===== src/rtl/alu_chain_pkg.sv =====
// Shared opcodes, FSM encoding and helpers for the multi-precision ALU sequencer.
package alu_chain_pkg;

    localparam logic [2:0] OP_ADD = 3'b000;
    localparam logic [2:0] OP_ADC = 3'b001;
    localparam logic [2:0] OP_SBC = 3'b010;
    localparam logic [2:0] OP_AND = 3'b011;
    localparam logic [2:0] OP_OR  = 3'b100;
    localparam logic [2:0] OP_XOR = 3'b101;
    localparam logic [2:0] OP_NOT = 3'b110;

    typedef enum logic [1:0] {
        S_IDLE = 2'b00,
        S_RUN  = 2'b01,
        S_DONE = 2'b10
    } state_e;

    // True for opcodes whose final carry/borrow is reported on out_co.
    function automatic logic is_carry_op(input logic [2:0] op);
        return (op == OP_ADD) || (op == OP_ADC) || (op == OP_SBC);
    endfunction

endpackage


===== src/rtl/alu_chain_ctrl_if.sv =====
// Request/response handshake bundle of the multi-precision ALU sequencer.
interface alu_chain_ctrl_if #(
    parameter int unsigned WIDTH = 32,
    parameter int unsigned WORDS = 2
);
    logic                     in_valid;
    logic                     in_ready;
    logic [2:0]               in_op;
    logic [WIDTH*WORDS-1:0]   in_a;
    logic [WIDTH*WORDS-1:0]   in_b;
    logic                     in_ci;
    logic                     out_valid;
    logic                     out_ready;
    logic [WIDTH*WORDS-1:0]   out_result;
    logic                     out_co;
    logic                     busy;

    modport master (
        output in_valid, in_op, in_a, in_b, in_ci, out_ready,
        input  in_ready, out_valid, out_result, out_co, busy
    );

    modport slave (
        input  in_valid, in_op, in_a, in_b, in_ci, out_ready,
        output in_ready, out_valid, out_result, out_co, busy
    );
endinterface


===== src/rtl/alu_112.sv =====
// Combinational single-slice ALU; co is carry for add, borrow for subtract.
module alu_112
    import alu_chain_pkg::*;
#(
    parameter int unsigned WITDH = 32
) (
    input  logic [2:0]       op_i,
    input  logic [WITDH-1:0] a_i,
    input  logic [WITDH-1:0] b_i,
    input  logic             ci_i,
    output logic [WITDH-1:0] result_o,
    output logic             co_o
);

    logic [WITDH:0] ext;

    // Extended-width arithmetic puts carry/borrow in the top bit.
    always_comb begin
        ext      = '0;
        result_o = '0;
        co_o     = 1'b0;
        case (op_i)
            OP_ADD: begin
                ext      = {1'b0, a_i} + {1'b0, b_i};
                result_o = ext[WITDH-1:0];
                co_o     = ext[WITDH];
            end
            OP_ADC: begin
                ext      = {1'b0, a_i} + {1'b0, b_i} + {{WITDH{1'b0}}, ci_i};
                result_o = ext[WITDH-1:0];
                co_o     = ext[WITDH];
            end
            OP_SBC: begin
                ext      = {1'b0, a_i} - {1'b0, b_i} - {{WITDH{1'b0}}, ci_i};
                result_o = ext[WITDH-1:0];
                co_o     = ext[WITDH];
            end
            OP_AND:  result_o = a_i & b_i;
            OP_OR:   result_o = a_i | b_i;
            OP_XOR:  result_o = a_i ^ b_i;
            OP_NOT:  result_o = ~a_i;
            default: result_o = '0;
        endcase
    end

endmodule


===== src/rtl/alu_chain_ctrl.sv =====
// Sequences one wide operation through a single slice ALU, LSB slice first.
module alu_chain_ctrl
    import alu_chain_pkg::*;
#(
    parameter int unsigned WIDTH = 32,
    parameter int unsigned WORDS = 2
) (
    input  logic              clk,
    input  logic              rst,
    alu_chain_ctrl_if.slave   bus
);

    localparam int unsigned W_TOT = WIDTH * WORDS;
    localparam int unsigned IDX_W = (WORDS > 1) ? $clog2(WORDS) : 1;

    state_e             state_q, state_d;
    logic               in_ready_q, in_ready_d;
    logic               out_valid_q, out_valid_d;
    logic               busy_q, busy_d;

    logic [2:0]         op_q;
    logic [W_TOT-1:0]   a_q;
    logic [W_TOT-1:0]   b_q;
    logic               carry_q;
    logic [IDX_W-1:0]   idx_q;
    logic [W_TOT-1:0]   out_result_q;
    logic [W_TOT-1:0]   out_result_d;
    logic               out_co_q;

    logic [WIDTH-1:0]   a_slice_c;
    logic [WIDTH-1:0]   b_slice_c;
    logic [WIDTH-1:0]   res_slice_c;
    logic [2:0]         slice_op_c;
    logic               co_slice_c;
    logic               accept_c;
    logic               last_c;

    assign accept_c = bus.in_valid && in_ready_q;
    assign last_c   = (idx_q == IDX_W'(WORDS - 1));

    // Select the current operand slices; later add slices chain the carry via ADC.
    always_comb begin
        a_slice_c  = '0;
        b_slice_c  = '0;
        slice_op_c = op_q;
        for (int unsigned k = 0; k < WORDS; k++) begin
            if (idx_q == IDX_W'(k)) begin
                a_slice_c = a_q[k*WIDTH +: WIDTH];
                b_slice_c = b_q[k*WIDTH +: WIDTH];
            end
        end
        if ((idx_q != '0) && (op_q == OP_ADD)) begin
            slice_op_c = OP_ADC;
        end
    end

    alu_112 #(
        .WITDH (WIDTH)
    ) u_slice_alu (
        .op_i     (slice_op_c),
        .a_i      (a_slice_c),
        .b_i      (b_slice_c),
        .ci_i     (carry_q),
        .result_o (res_slice_c),
        .co_o     (co_slice_c)
    );

    // Merge the freshly computed slice into the result word.
    always_comb begin
        out_result_d = out_result_q;
        for (int unsigned k = 0; k < WORDS; k++) begin
            if (idx_q == IDX_W'(k)) begin
                out_result_d[k*WIDTH +: WIDTH] = res_slice_c;
            end
        end
    end

    // Next-state and registered-output decode.
    always_comb begin
        state_d     = state_q;
        in_ready_d  = 1'b0;
        out_valid_d = 1'b0;
        busy_d      = 1'b0;
        case (state_q)
            S_IDLE:  if (accept_c)      state_d = S_RUN;
            S_RUN:   if (last_c)        state_d = S_DONE;
            S_DONE:  if (bus.out_ready) state_d = S_IDLE;
            default:                    state_d = S_IDLE;
        endcase
        in_ready_d  = (state_d == S_IDLE);
        out_valid_d = (state_d == S_DONE);
        busy_d      = (state_d != S_IDLE);
    end

    // FSM state and handshake flags.
    always_ff @(posedge clk) begin
        if (rst) begin
            state_q     <= S_IDLE;
            in_ready_q  <= 1'b0;
            out_valid_q <= 1'b0;
            busy_q      <= 1'b0;
        end else begin
            state_q     <= state_d;
            in_ready_q  <= in_ready_d;
            out_valid_q <= out_valid_d;
            busy_q      <= busy_d;
        end
    end

    // Request latch, slice index, carry chain and result accumulation.
    always_ff @(posedge clk) begin
        if (rst) begin
            op_q         <= OP_ADD;
            a_q          <= '0;
            b_q          <= '0;
            carry_q      <= 1'b0;
            idx_q        <= '0;
            out_result_q <= '0;
            out_co_q     <= 1'b0;
        end else if (accept_c) begin
            op_q    <= bus.in_op;
            a_q     <= bus.in_a;
            b_q     <= bus.in_b;
            carry_q <= bus.in_ci;
            idx_q   <= '0;
        end else if (state_q == S_RUN) begin
            out_result_q <= out_result_d;
            carry_q      <= co_slice_c;
            if (last_c) begin
                idx_q    <= '0;
                out_co_q <= is_carry_op(op_q) ? co_slice_c : 1'b0;
            end else begin
                idx_q <= idx_q + IDX_W'(1);
            end
        end
    end

    assign bus.in_ready   = in_ready_q;
    assign bus.out_valid  = out_valid_q;
    assign bus.busy       = busy_q;
    assign bus.out_result = out_result_q;
    assign bus.out_co     = out_co_q;

endmodule


===== src/flat_wrapper.sv =====
// flat-port wrapper written by rule: the top's interface ports become plain ports
module alu_chain_ctrl_flat import alu_chain_pkg::*;
#(
    parameter int unsigned WIDTH = 32,
    parameter int unsigned WORDS = 2
)
  (clk, rst, bus_in_valid, bus_in_op, bus_in_a, bus_in_b, bus_in_ci, bus_out_ready, bus_in_ready, bus_out_valid, bus_out_result, bus_out_co, bus_busy);
  alu_chain_ctrl_if #(.WIDTH(WIDTH), .WORDS(WORDS)) bus_i ();
  input  logic clk;
  input  logic rst;
  input wire logic [$bits(bus_i.in_valid)-1:0] bus_in_valid;
  input wire logic [$bits(bus_i.in_op)-1:0] bus_in_op;
  input wire logic [$bits(bus_i.in_a)-1:0] bus_in_a;
  input wire logic [$bits(bus_i.in_b)-1:0] bus_in_b;
  input wire logic [$bits(bus_i.in_ci)-1:0] bus_in_ci;
  input wire logic [$bits(bus_i.out_ready)-1:0] bus_out_ready;
  output wire logic [$bits(bus_i.in_ready)-1:0] bus_in_ready;
  output wire logic [$bits(bus_i.out_valid)-1:0] bus_out_valid;
  output wire logic [$bits(bus_i.out_result)-1:0] bus_out_result;
  output wire logic [$bits(bus_i.out_co)-1:0] bus_out_co;
  output wire logic [$bits(bus_i.busy)-1:0] bus_busy;
  assign bus_i.in_valid = bus_in_valid;
  assign bus_i.in_op = bus_in_op;
  assign bus_i.in_a = bus_in_a;
  assign bus_i.in_b = bus_in_b;
  assign bus_i.in_ci = bus_in_ci;
  assign bus_i.out_ready = bus_out_ready;
  assign bus_in_ready = bus_i.in_ready;
  assign bus_out_valid = bus_i.out_valid;
  assign bus_out_result = bus_i.out_result;
  assign bus_out_co = bus_i.out_co;
  assign bus_busy = bus_i.busy;
  alu_chain_ctrl #(.WIDTH(WIDTH), .WORDS(WORDS)) u_core (.clk(clk), .rst(rst), .bus(bus_i));
endmodule

===== config.mk =====
export PLATFORM = sky130hd
export DESIGN_NAME = alu_chain_ctrl_flat
export DESIGN_NICKNAME = d
export VERILOG_FILES = /design/src/rtl/alu_chain_pkg.sv /design/src/rtl/alu_chain_ctrl_if.sv /design/src/rtl/alu_112.sv /design/src/rtl/alu_chain_ctrl.sv /design/src/flat_wrapper.sv
export SDC_FILE = /design/constraint.sdc
export NUM_CORES = 1
export LEC_CHECK = 0
export BUFFER_PORTS_ARGS = -buffer_cell sky130_fd_sc_hd__buf_2
export CAP_MARGIN = 20
export CORE_MARGIN = 3
export CORE_UTILIZATION = 29
export CTS_BUF_LIST = sky130_fd_sc_hd__clkbuf_2 sky130_fd_sc_hd__clkbuf_4 sky130_fd_sc_hd__clkbuf_8
export CTS_CLUSTER_SIZE = 28
export DETAILED_ROUTE_END_ITERATION = 6
export SLEW_MARGIN = 20
export SYNTH_ARGS = -nofsm -noshare
export SYNTH_HDL_FRONTEND = slang
export SYNTH_SLANG_ARGS = --single-unit

===== constraint.sdc =====
create_clock -name clk -period 18.8 [get_ports clk]
set_input_delay 0.94 -clock clk [delete_from_list [all_inputs] [get_ports clk]]
set_output_delay 0.94 -clock clk [all_outputs]
set_load 0.02 [all_outputs]

Word-level counts from Yosys, hierarchy flattened:

Cells that the tools add are included.

* register bits: 203
* bits of input ports: 136
* output and inout bits: 68
* word-level logic and storage cells: 60

* add/subtract/negate cells: 5
* eq/ne operators: 11
* mux-type cells: 13
* bitwise gates (word level): 6
* reductions and logical operators: 13

Operators by type and width (count)
* $pmux 32 s7: 1
* $mux 32: 2
* $add 32x32->33: 1
* $add 33x1->33: 1
* $sub 32x32->33: 1
* $sub 33x1->33: 1
* $and 32x32->32: 1
* $not 32->32: 1
* $or 32x32->32: 1
* $xor 32x32->32: 1
* $eq 3x2->1 const B: 3
* $eq 3x3->1 const B: 3
* $eq 3x1->1 const B: 2
* $logic_not 3->1: 2
* $mux 2: 3
* $pmux 2 s3: 1
* $reduce_and 3->1: 2
* $eq 2x2->1 const B: 2
* $logic_not 2->1: 2
* $mux 1: 4
* $reduce_bool 2->1: 2
* $mux 3: 1
* $pmux 1 s3: 1
* $eq 2x1->1 const B: 1
* other kinds (5): 8

Longest topological paths before layout:

Gate-level depths: netlist of run 1.

* depth after elaboration: 7
* gate-level depth with buffers: 22
* depth with buffers taken out: 16

Cells and area by module:

From an unflattened synthesis of run 1, not the netlist that was laid out.

* cells, all modules: 1890
* area, all modules: 14801.7 um2

By module, submodules not included
* alu_chain_ctrl: instances 1, cells each 918, area an instance 8219.1 um2, seq. area each 4063.9 um2
* alu_112: instances 1, cells each 972, area an instance 6582.6 um2, seq. area each 0.0 um2

Worst setup path before layout of run 1:

OpenSTA, ideal clock, no wires.

* kind: register to register
* from: register u_core.idx_q
* to: register u_core.carry_q
* setup time: 96 ps
* arrival time: 6067 ps
* data required time: 18704 ps
* slack: 12637 ps
* stages on the path, launching flop included: 20
* cells stage by stage: dfxtp_1 > clkbuf_1 > clkbuf_1 > clkbuf_1 > clkbuf_1 > buf_1 > mux2i_1 > inv_1 > fa_1 > a21o_4 > a21oi_1 > xnor2_1 > and4b_1 > or4b_4 > nor4b_4 > nand4_1 > or3_1 > o31a_1 > o31a_1 > o41ai_2

* longest elaborated chain between the ends: 6
* elaborated cells on any way between the ends: 14
* those cells by class: 4 x add/sub; 2 x eq/ne; 6 x mux; 2 x reduce/logical

RTL lines
* start, declared: line alu_chain_ctrl.sv:25 `logic [IDX_W-1:0] idx_q;`
* start signal, assigned: line alu_chain_ctrl.sv:133 `idx_q <= idx_q + IDX_W'(1);`
* $mux 32 / $logic_and 1x1->1 (equally long branches): line alu_chain_ctrl.sv:47, alu_chain_ctrl.sv:52
* $sub 32x32->33, or another cell as far along: line alu_112.sv:34 `ext = {1'b0, a_i} - {1'b0, b_i} - {{WITDH{1'b0}}, ci_i};`
* $sub 33x1->33, or another cell as far along: line alu_112.sv:34
* $pmux 1 s3 *: line alu_112.sv:22 `case (op_i)`
* $mux 1 *: line alu_chain_ctrl.sv:126 `end else if (state_q == S_RUN) begin`
* $mux 1 *: line alu_chain_ctrl.sv:120 `end else if (accept_c) begin`
* end signal, assigned: line alu_chain_ctrl.sv:124 `carry_q <= bus.in_ci;`
* end signal, assigned: line alu_chain_ctrl.sv:128 `carry_q <= co_slice_c;`
* end, declared: line alu_chain_ctrl.sv:24 `logic carry_q;`

Every way passes the cells marked *; elsewhere a longest branch is shown, timed or not. The select of a mux whose other input is x is not followed.
A chain may end at the register's enable or synchronous reset.

Worst setup path after layout of run 1:

* from: register u_core.idx_q
* to: register u_core.out_result_q[27] (netlist: u_core.bus.out_result[27])

* longest elaborated chain between the ends: 4
* elaborated cells on any way between the ends: 22
* those cells by class: 4 x add/sub; 6 x eq/ne; 4 x mux; 5 x bitwise; 3 x reduce/logical

RTL lines
* $mux 32 / $logic_and 1x1->1 (equally long branches): line alu_chain_ctrl.sv:47, alu_chain_ctrl.sv:52
* $sub 32x32->33, or another cell as far along: line alu_112.sv:34
* $sub 33x1->33, or another cell as far along: line alu_112.sv:34
* $pmux 32 s7: line alu_112.sv:22
* end signal, assigned: line alu_chain_ctrl.sv:127 `out_result_q <= out_result_d;`
* end, declared: line alu_chain_ctrl.sv:26 `logic [W_TOT-1:0] out_result_q;`

Several ways; a longest one is shown, not always the timed one.

==> results of run 1 <==
-- path summary, 6_finish.rpt --
kind	startpoint	end	depth (start not counted)
worst max-delay path	u_core.idx_q	u_core.bus.out_result[27]	15
worst min-delay path	u_core.a_q[60]	u_core.a_q[60]	2
worst max register to register	u_core.idx_q	u_core.bus.out_result[27]	15
worst min register to register	u_core.a_q[60]	u_core.a_q[60]	2
-- cells in the final DEF (no fill, tap or decap), types with 9 or more instances in the layout --
master	Yosys	final
o21ai_0	101	101
buf_4	1	14
o22ai_1	15	15
or3_1	12	12
mux2_2	16	16
clkbuf_4	0	10
and3_1	10	9
maj3_1	11	11
dfxtp_1	203	202
inv_1	108	108
a21oi_1	245	245
a211oi_1	37	37
nand4_1	17	17
or2_2	9	9
ha_1	116	116
and2_1	11	10
nor2b_1	11	11
nand3_1	32	32
o211ai_1	15	15
a21o_1	18	18
nor3_1	29	28
a22oi_1	12	12
a31oi_1	11	11
xor2_1	29	29
mux2i_1	53	53
buf_2	16	202
nor2_1	111	111
xnor2_1	51	51
nand2_1	344	343
a221oi_1	21	21
clkbuf_8	0	44
-- Yosys cell counts, types with 15 or more instances --
cell type	instances	share of area [%]
ha_1	116	10
mux2_2	16	1.2
a221oi_1	21	1.3
nor2_1	111	2.9
a211oi_1	37	1.9
o22ai_1	15	0.65
nand4_1	17	0.74
xor2_1	29	1.8
o21ai_0	101	3.5
mux2i_1	53	3.7
nand2_1	344	8.9
nand3_1	32	1.1
nor3_1	29	1.0
o211ai_1	15	0.78
buf_2	16	0.55
xnor2_1	51	3.1
a21o_1	18	0.93
clkbuf_1	103	2.7
inv_1	108	2.8
a21oi_1	245	8.5
dfxtp_1	203	28
-- through the flow --
step | setup WS [ns] | hold WS (ns) | instance area, um2 | cells
floorplan | 12.64 | 0.433 | 14500 | 1925
global placement | 12.98 | 0.441 | 15900 | 2673
CTS | 12.82 | 0.451 | 16700 | 2735
global route | 12.32 | 0.468 | 16700 | 2736
detailed placement | 12.84 | 0.443 | 15900 | 2673
finish | 12.74 | 0.449 | 16700 | 2737
-- registers in the layout, summed over array words and instances, names as in the netlist --
name and flops:
u_core.bus.out_co 1, u_core.a_q 64, u_core.state_q 2, u_core.b_q 64, u_core.bus.out_valid 1, u_core.carry_q 1
u_core.bus.in_ready 1, u_core.op_q 3, u_core.bus.out_result 64, u_core.bus.busy 1, u_core.idx_q 1
-- layout make-up --
cell class / instances / share of cell area [%]
inverter: 108 / 2.43
antenna: 1 / 0.0150
clock buffer: 54 / 4.07
tap: 664 / 4.97
sequential: 203 / 24.3
timing repair buffer: 217 / 6.80
multi-input combinational: 1482 / 56.8
clock inverter: 8 / 0.621
-- cells by family after synthesis --
group	count (synthesis)	synth area share, %
simple gates	637	20.0
compound gates	566	24.5
buf+inv	240	6.45
flops	203	28.1
fa+ha+maj	130	11.2
xor+xnor	80	4.85
mux	69	4.91
-- critical path, cell delays in order (launching register included) --
cell,delay (ns)
dfxtp_4,0.49
buf_4,0.77
mux2_2,0.45
inv_1,0.09
ha_1,0.37
a21oi_1,0.28
o21ai_0,0.23
a221oi_1,0.70
a2bb2oi_1,0.24
o31a_1,0.14
o21ai_0,0.22
nor4b_1,0.86
nand3_1,0.21
xnor2_1,0.18
a221oi_1,0.41
a21oi_1,0.13
-- per-layer routing --
metal	vias to the layer above	routed length, um	share of wire [%]	GRT usage (%)
met5	-	0	0	0
met4	0	1840	3.6	6.73
met3	95	2810	5.5	3.46
met2	452	23300	46	30.5
met1	6762	23200	45	25.0
li1	7018	-	-	-
-- where the power goes --
group | switching (mW) | total (mW) | internal, mW
Clock | 0.188 | 0.448 | 0.260
Combinational | 0.265 | 0.417 | 0.152
Sequential | 0.0139 | 0.467 | 0.453
==> flow_summary_export.csv, run 1 <==
group,metric,value,unit
run_status,outcome,"complete, but fails checks",
run_status,violations,"DRC",
pwr,power,1.33,mW
clock_tree,clock_sinks,203,
clock_tree,post_cts_resized,0,
final_layout,post-route-util,34.1,%
route,wl_per_cell,18.7,um
pwr,powerDensity,79.7,nW/um2
timing,post-route-min-period,6.06,ns
yosys,yosys_warnings,0,
clock_tree,cts_max_level,2,
clock_tree,cts_tree,"built",
worst_setup_path,crit_arrival,6.49,ns
worst_setup_path,critPathCaptureType,"flip-flop",
timing,tightest_slew,1.08,ns
clock_tree,numCtsBuffers,38,
route,dr.pass1.iters,7,
timing,slew_violations,0,
route,via_per_inst,5.23,
yosys,ys_types,88,
die,die_h,229,um
final_layout,multi_input_area,9480,um2
die,ioPinCount,204,
yosys,avgSynthCellArea,7.51,um2
timing,setup_tns,0,ns
hold_path,hp-class,"flip-flop to flip-flop",
yosys,synth-main-ff-cell,"dfxtp_1",
place,portBuffers,203,
final_layout,fillers,5344,
flow_run,cap_violations,0,
timing,finalHoldViolCount,0,
route,postRouteAntennaNets,0,
final_layout,layout.nets,2305,
global_route,grt_pass1_wl,78400,um
pwr,p_leak,6.86,nW
yosys,synth-edff-count,0,
worst_setup_path,required,19.23,ns
route,route.final.wire_length,51200,um
timing,max_slew_margin,28.3,%
pwr,ir_worst_vdd,0.0000399,V
yosys,synth_area,14500,um2
route,drt_iter0_drc,1193,
timing,fmax,165,MHz
worst_setup_path,crit_fanout,57,
timing,period_share,32.3,%
die,rows,81,
global_route,grt_max_degree,107,
yosys,netlist_instances,1925,
global_route,grt_usage,18.8,%
clock_tree,insertion_delay,0.58,ns
timing,rsz0062_at_grt,"false",
die,die_x,229,um
die,core,49100,um2
final_layout,layout-drive-gt1-share,15.9,%
clock_tree,cts_root_buf,"clkbuf_8",
global_route,grt_overflow,0,
clock_tree,cts_hold_buf,0,
clock_tree,clockBufferDepth,3,
die,die-area,52600,um2
yosys,ys_seq_elements,203,
global_route,grt_pass1_vias,13800,
final_layout,syn2layout_area_growth,15.5,%
place,gp_congestion,0.978,
worst_setup_path,reg2reg_setup_slack,12.74,ns
final_layout,register_area,4070,um2
timing,setup_viol,0,
worst_setup_path,path_class,"flip-flop to flip-flop",
route,drcViolationCount,1,
route,vias,14300,
clock_tree,post_cts_buffers,0,
place,dp_hpwl,39900,um
worst_setup_path,start_kind,"flip-flop",
yosys,ys_async_sr_fraction,0,%
yosys,syn-num-nets,2180,
die,initial_core_util,29.5,%
yosys,yosysSeqAreaShare,28.1,%
timing,clock_skew,0.0368,ns
global_route,antenna_found_initial,0,
clock_tree,path_clk_slew,0.06,ns
(Power assumes the default switching activity.)
==> run 2, diff against run 1 <==
==> constraint.sdc (replaced) <==
create_clock -name clk -period 6.4 [get_ports clk]
set_input_delay 0.32 -clock clk [delete_from_list [all_inputs] [get_ports clk]]
set_output_delay 0.32 -clock clk [all_outputs]
set_load 0.02 [all_outputs]
==> flow_summary_export.csv, run 2 (synthesized netlist as in run 1, its figures left out) <==
group,metric,value,unit
global_route,grt_usage,19.7,%
route,route.final.wire_length,53400,um
timing,finalHoldViolCount,0,
worst_setup_path,cp_slowest_cell,"or4b_2",
worst_setup_path,crit_arrival,6.25,ns
final_layout,layout.nets,2417,
final_layout,layout-drive-gt1-share,15.7,%
pwr,ir_worst_vdd,0.000200,V
worst_setup_path,reg2reg_setup_slack,0.58,ns
timing,setup_tns,0,ns
global_route,grt_max_degree,99,
clock_tree,clock_sinks,203,
timing,hold_slack,0.0377,ns
die,die_h,229,um
hold_path,hold_start,"bus_in_a[6]",
worst_setup_path,critPathCaptureType,"flip-flop",
place,dp_hpwl,40900,um
worst_setup_path,r2r-end,"u_core.bus.out_result[30]",
global_route,grt_pass1_vias,14300,
timing,rsz0062_at_grt,"false",
route,vias,14800,
route,via_per_inst,5.18,
global_route,grt_pass1_wl,81800,um
worst_setup_path,critical_path.max_stage_delay,0.76,ns
hold_path,holdPathEnd,"u_core.a_q[6]",
clock_tree,cts_max_level,2,
route,drt_iter0_drc,1020,
hold_path,hp-class,"input pin to flip-flop",
route,dr.pass1.iters,5,
worst_setup_path,crit_fanout,25,
clock_tree,path_clk_slew,0.06,ns
worst_setup_path,start_kind,"flip-flop",
clock_tree,cts_tree,"built",
flow_run,cap_violations,0,
clock_tree,numCtsBuffers,37,
worst_setup_path,required,6.83,ns
timing,clock_skew,0.0256,ns
die,rows,81,
worst_setup_path,path_class,"flip-flop to flip-flop",
die,die_x,229,um
run_status,outcome,"finished, final reports clean",
clock_tree,insertion_delay,0.57,ns
final_layout,multi_input_area,9490,um2
die,initial_core_util,29.5,%
final_layout,syn2layout_area_growth,23.1,%
timing,tightest_slew,0.985,ns
die,core,49100,um2
worst_setup_path,cp_num_buf_inv,3,
global_route,antenna_found_initial,0,
final_layout,fillers,5145,
route,wl_per_cell,18.7,um
place,gp_congestion,0.954,
die,ioPinCount,204,
final_layout,diodes,0,
global_route,grt_overflow,0,
timing,fmax,172,MHz
worst_setup_path,crit_chain,"buf_4 -> buf_4 -> mux2_2 -> inv_1 -> ha_1 -> nand2_1 -> o21a_1 -> o311a_1 -> a21oi_2 -> xor2_1 -> nand4_1 -> or4b_2 -> nor4_1 -> xor2_1 -> a221oi_1 -> a21oi_1",
final_layout,register_area,4070,um2
clock_tree,cts_root_buf,"clkbuf_8",
worst_setup_path,crit_family,"simple AND/OR/NAND/NOR gates",
timing,slew_violations,0,
timing,max_slew_margin,33.7,%
pwr,powerDensity,220,nW/um2
route,drcViolationCount,0,
final_layout,post-route-util,36.3,%
clock_tree,clockBufferDepth,3,
worst_setup_path,r2r-start,"u_core.idx_q",
final_layout,final_cell_mix,"nand2_1, a21oi_1, buf_2, dfxtp_1, ha_1",
worst_setup_path,reg2reg_depth,16,
timing,post-route-min-period,5.82,ns
pwr,p_leak,7.34,nW
final_layout,final_common_cell,"nand2_1",
hold_path,hold_depth,3,
clock_tree,post_cts_buffers,0,
route,postRouteAntennaNets,0,
timing,setup_viol,0,
die,die-area,52600,um2
timing,period_share,90.9,%
place,portBuffers,203,
[run 2: worst max-delay path by stage]
stage                       from                        end  slack [ns]  cells past startpoint
floorplan           u_core.idx_q             u_core.carry_q        0.24                     19
global route        u_core.idx_q  u_core.bus.out_result[30]        0.19                     16
finish              u_core.idx_q  u_core.bus.out_result[30]        0.58                     16
detailed placement  u_core.idx_q  u_core.bus.out_result[59]        0.55                     16
global placement    u_core.idx_q  u_core.bus.out_result[59]        0.67                     16
CTS                 u_core.idx_q  u_core.bus.out_result[59]        0.51                     16
[run 2: per-layer routing]
layer	vias up	global-route usage, %	part of all wire (%)
li1	7230	-	-
met1	6962	25.2	44
met2	502	32.9	46
met3	90	3.78	6.0
met4	0	7.59	3.6
met5	-	0	0
[run 2: final cells by class]
cell class              count  area share [%]
clock inverters            10           0.373
well taps                 664            4.67
multi-input cells        1482            53.3
repair buffers            330            12.6
clock buffers              55            3.94
flip-flops and latches    203            22.9
inverters                 108            2.28
[run 2: report_power, final]
part / internal (mW) / switching [mW]
Sequential: 1.33 / 0.0446
Combinational: 0.494 / 0.794
Clock: 0.707 / 0.541
[run 2: stage by stage]
stage                     worst slack, ns  total power [mW]  instances  cell area (um2)
after floorplan                     0.237              2.24       1925            14500
after global placement              0.666              2.61       2683            16000
after detailed placement            0.548              2.62       2683            16000
after CTS                           0.512              3.93       2851            17800
after global routing                0.190              4.13       2852            17800
final                               0.585              3.91       2852            17800
[run 2: timing repair]
action,in CTS,in global routing
setup endpoints to repair,0,1
resized for setup,0,1
hold buffers,103,0
hold endpoints to repair,103,0
[run 2: tightest hold or removal path: cells and delay by family]
family | cells | cell delay (ns)
simple gates | 1 | 0.07
buf+inv | 1 | 0.10
compound gates | 1 | 0.06
==> run 3, diff against run 2 <==
--- a/config.mk
+++ b/config.mk
@@ -12,6 +12,7 @@
 export CTS_BUF_LIST = sky130_fd_sc_hd__clkbuf_2 sky130_fd_sc_hd__clkbuf_4 sky130_fd_sc_hd__clkbuf_8
 export CTS_CLUSTER_SIZE = 28
 export DETAILED_ROUTE_END_ITERATION = 6
+export MAX_ROUTING_LAYER = met4
 export SLEW_MARGIN = 20
 export SYNTH_ARGS = -nofsm -noshare
 export SYNTH_HDL_FRONTEND = slang
==> flow_summary_export.csv, run 3 (synthesized netlist as in run 1, its figures left out) <==
group,metric,value,unit
run_status,outcome,"finished, final reports clean",
pwr,powerDensity,222,nW/um2
worst_setup_path,cp_slowest_cell,"or4b_2",
place,place_area,16000,um2
global_route,grt_usage,20.2,%
worst_setup_path,cp_common_cell,"xor2_1",
worst_setup_path,critical_path.max_stage_delay,0.75,ns
timing,fmax,170,MHz
place,placed_cells,2681,
place,place_ws,0.578,ns
route,drcViolationCount,0,
global_route,grt_pass1_wl,82000,um
timing,period_share,91.8,%
flow_run,cap_violations,0,
final_layout,syn2layout_area_growth,21.8,%
pwr,power,3.92,mW
clock_tree,clock_sinks,203,
timing,tightest_slew,1.05,ns
timing,clock_skew,0.0222,ns
hold_path,hp-class,"input pin to flip-flop",
place,gp_congestion,0.933,
final_layout,final_common_cell,"nand2_1",
pwr,p_leak,7.25,nW
final_layout,final_cell_mix,"nand2_1, a21oi_1, buf_2, dfxtp_1, ha_1",
worst_setup_path,critPathCaptureType,"flip-flop",
die,rows,81,
route,drt_iter0_drc,918,
timing,slew_violations,0,
timing,setup_ws,0.526,ns
timing,hold_slack,0.0379,ns
clock_tree,path_clk_slew,0.06,ns
pwr,ir_worst_vdd,0.000138,V
die,die_x,229,um
clock_tree,insertion_delay,0.56,ns
timing,rsz0062_at_grt,"true",
clock_tree,cts_root_buf,"clkbuf_8",
final_layout,diodes,0,
final_layout,post-route-util,35.9,%
route,via_per_inst,5.22,
timing,setup_tns,0,ns
clock_tree,post_cts_resized,0,
die,ioPinCount,204,
final_layout,layout.nets,2398,
worst_setup_path,crit_family,"simple AND/OR/NAND/NOR gates",
global_route,antenna_found_initial,0,
route,wl_per_cell,18.9,um
die,die-area,52600,um2
route,route.final.wire_length,53400,um
final_layout,layout-drive-gt1-share,15.4,%
route,dr.pass1.iters,7,
timing,max_slew_margin,30.1,%
clock_tree,cts_max_level,2,
route,vias,14800,
worst_setup_path,required,6.79,ns
worst_setup_path,start_kind,"flip-flop",
route,postRouteAntennaNets,0,
timing,finalHoldViolCount,0,
worst_setup_path,crit_chain,"buf_4 -> mux2_2 -> inv_1 -> ha_1 -> nand2_1 -> o21a_1 -> o311a_1 -> a21oi_2 -> xor2_1 -> nand4_1 -> or4b_2 -> nor4_1 -> xor2_1 -> a221oi_1 -> a21oi_1",
final_layout,final_area,17600,um2
global_route,grt_max_degree,118,
die,core,49100,um2
die,initial_core_util,29.5,%
worst_setup_path,crit_fanout,32,
worst_setup_path,cp_num_buf_inv,2,
clock_tree,cts_tree,"built",
global_route,grt_pass1_vias,14400,
timing,setup_viol,0,
worst_setup_path,crit_arrival,6.27,ns
place,portBuffers,203,
die,die_h,229,um
final_layout,final_cells,2828,
clock_tree,clockBufferDepth,3,
global_route,grt_overflow,0,
timing,post-route-min-period,5.87,ns
place,dp_hpwl,41400,um
clock_tree,post_cts_buffers,0,
clock_tree,numCtsBuffers,35,
worst_setup_path,path_class,"flip-flop to flip-flop",
==> run 3: per-layer routing <==
metal	share of wire (%)	vias up	global-route usage, %
li1	-	7192	-
met2	47	442	33.5
met4	2.9	0	6.24
met5	0	-	-
met1	46	7033	25.8
met3	4.3	94	2.40
==> run 3: layout make-up <==
| type | instances | area (um2) |
|---|---|---|
| inverters | 108 | 405 |
| multi-input cells | 1482 | 9480 |
| repair buffers | 313 | 2080 |
| fillers | 5120 | 31400 |
| well taps | 664 | 831 |
| flip-flops and latches | 203 | 4070 |
| clock buffers | 52 | 653 |
| clock inverters | 6 | 88.8 |
==> run 3: worst paths after layout <==
path            startpoint                         to  slack (ns)  cells past startpoint
min reg2reg  u_core.b_q[0]              u_core.b_q[0]        0.45                      2
max           u_core.idx_q  u_core.bus.out_result[62]        0.53                     15
min           bus_in_b[52]             u_core.b_q[52]        0.04                      3
max reg2reg   u_core.idx_q  u_core.bus.out_result[62]        0.53                     15
==> run 3: where the power goes <==
part           internal (mW)  switching, mW
Combinational          0.489          0.803
Clock                  0.732          0.521
Sequential              1.33         0.0431
Total                   2.55           1.37
==> run 3: what timing repair did <==
action | CTS | global route
setup endpoints to repair | 0 | 1
hold buffers | 88 | 0
endpoints found under the hold margin | 88 | 0
==> run 3: tightest hold or removal path: stages <==
cell and delay, ns:
buf_2 0.10, nand2_1 0.07, a21oi_1 0.06
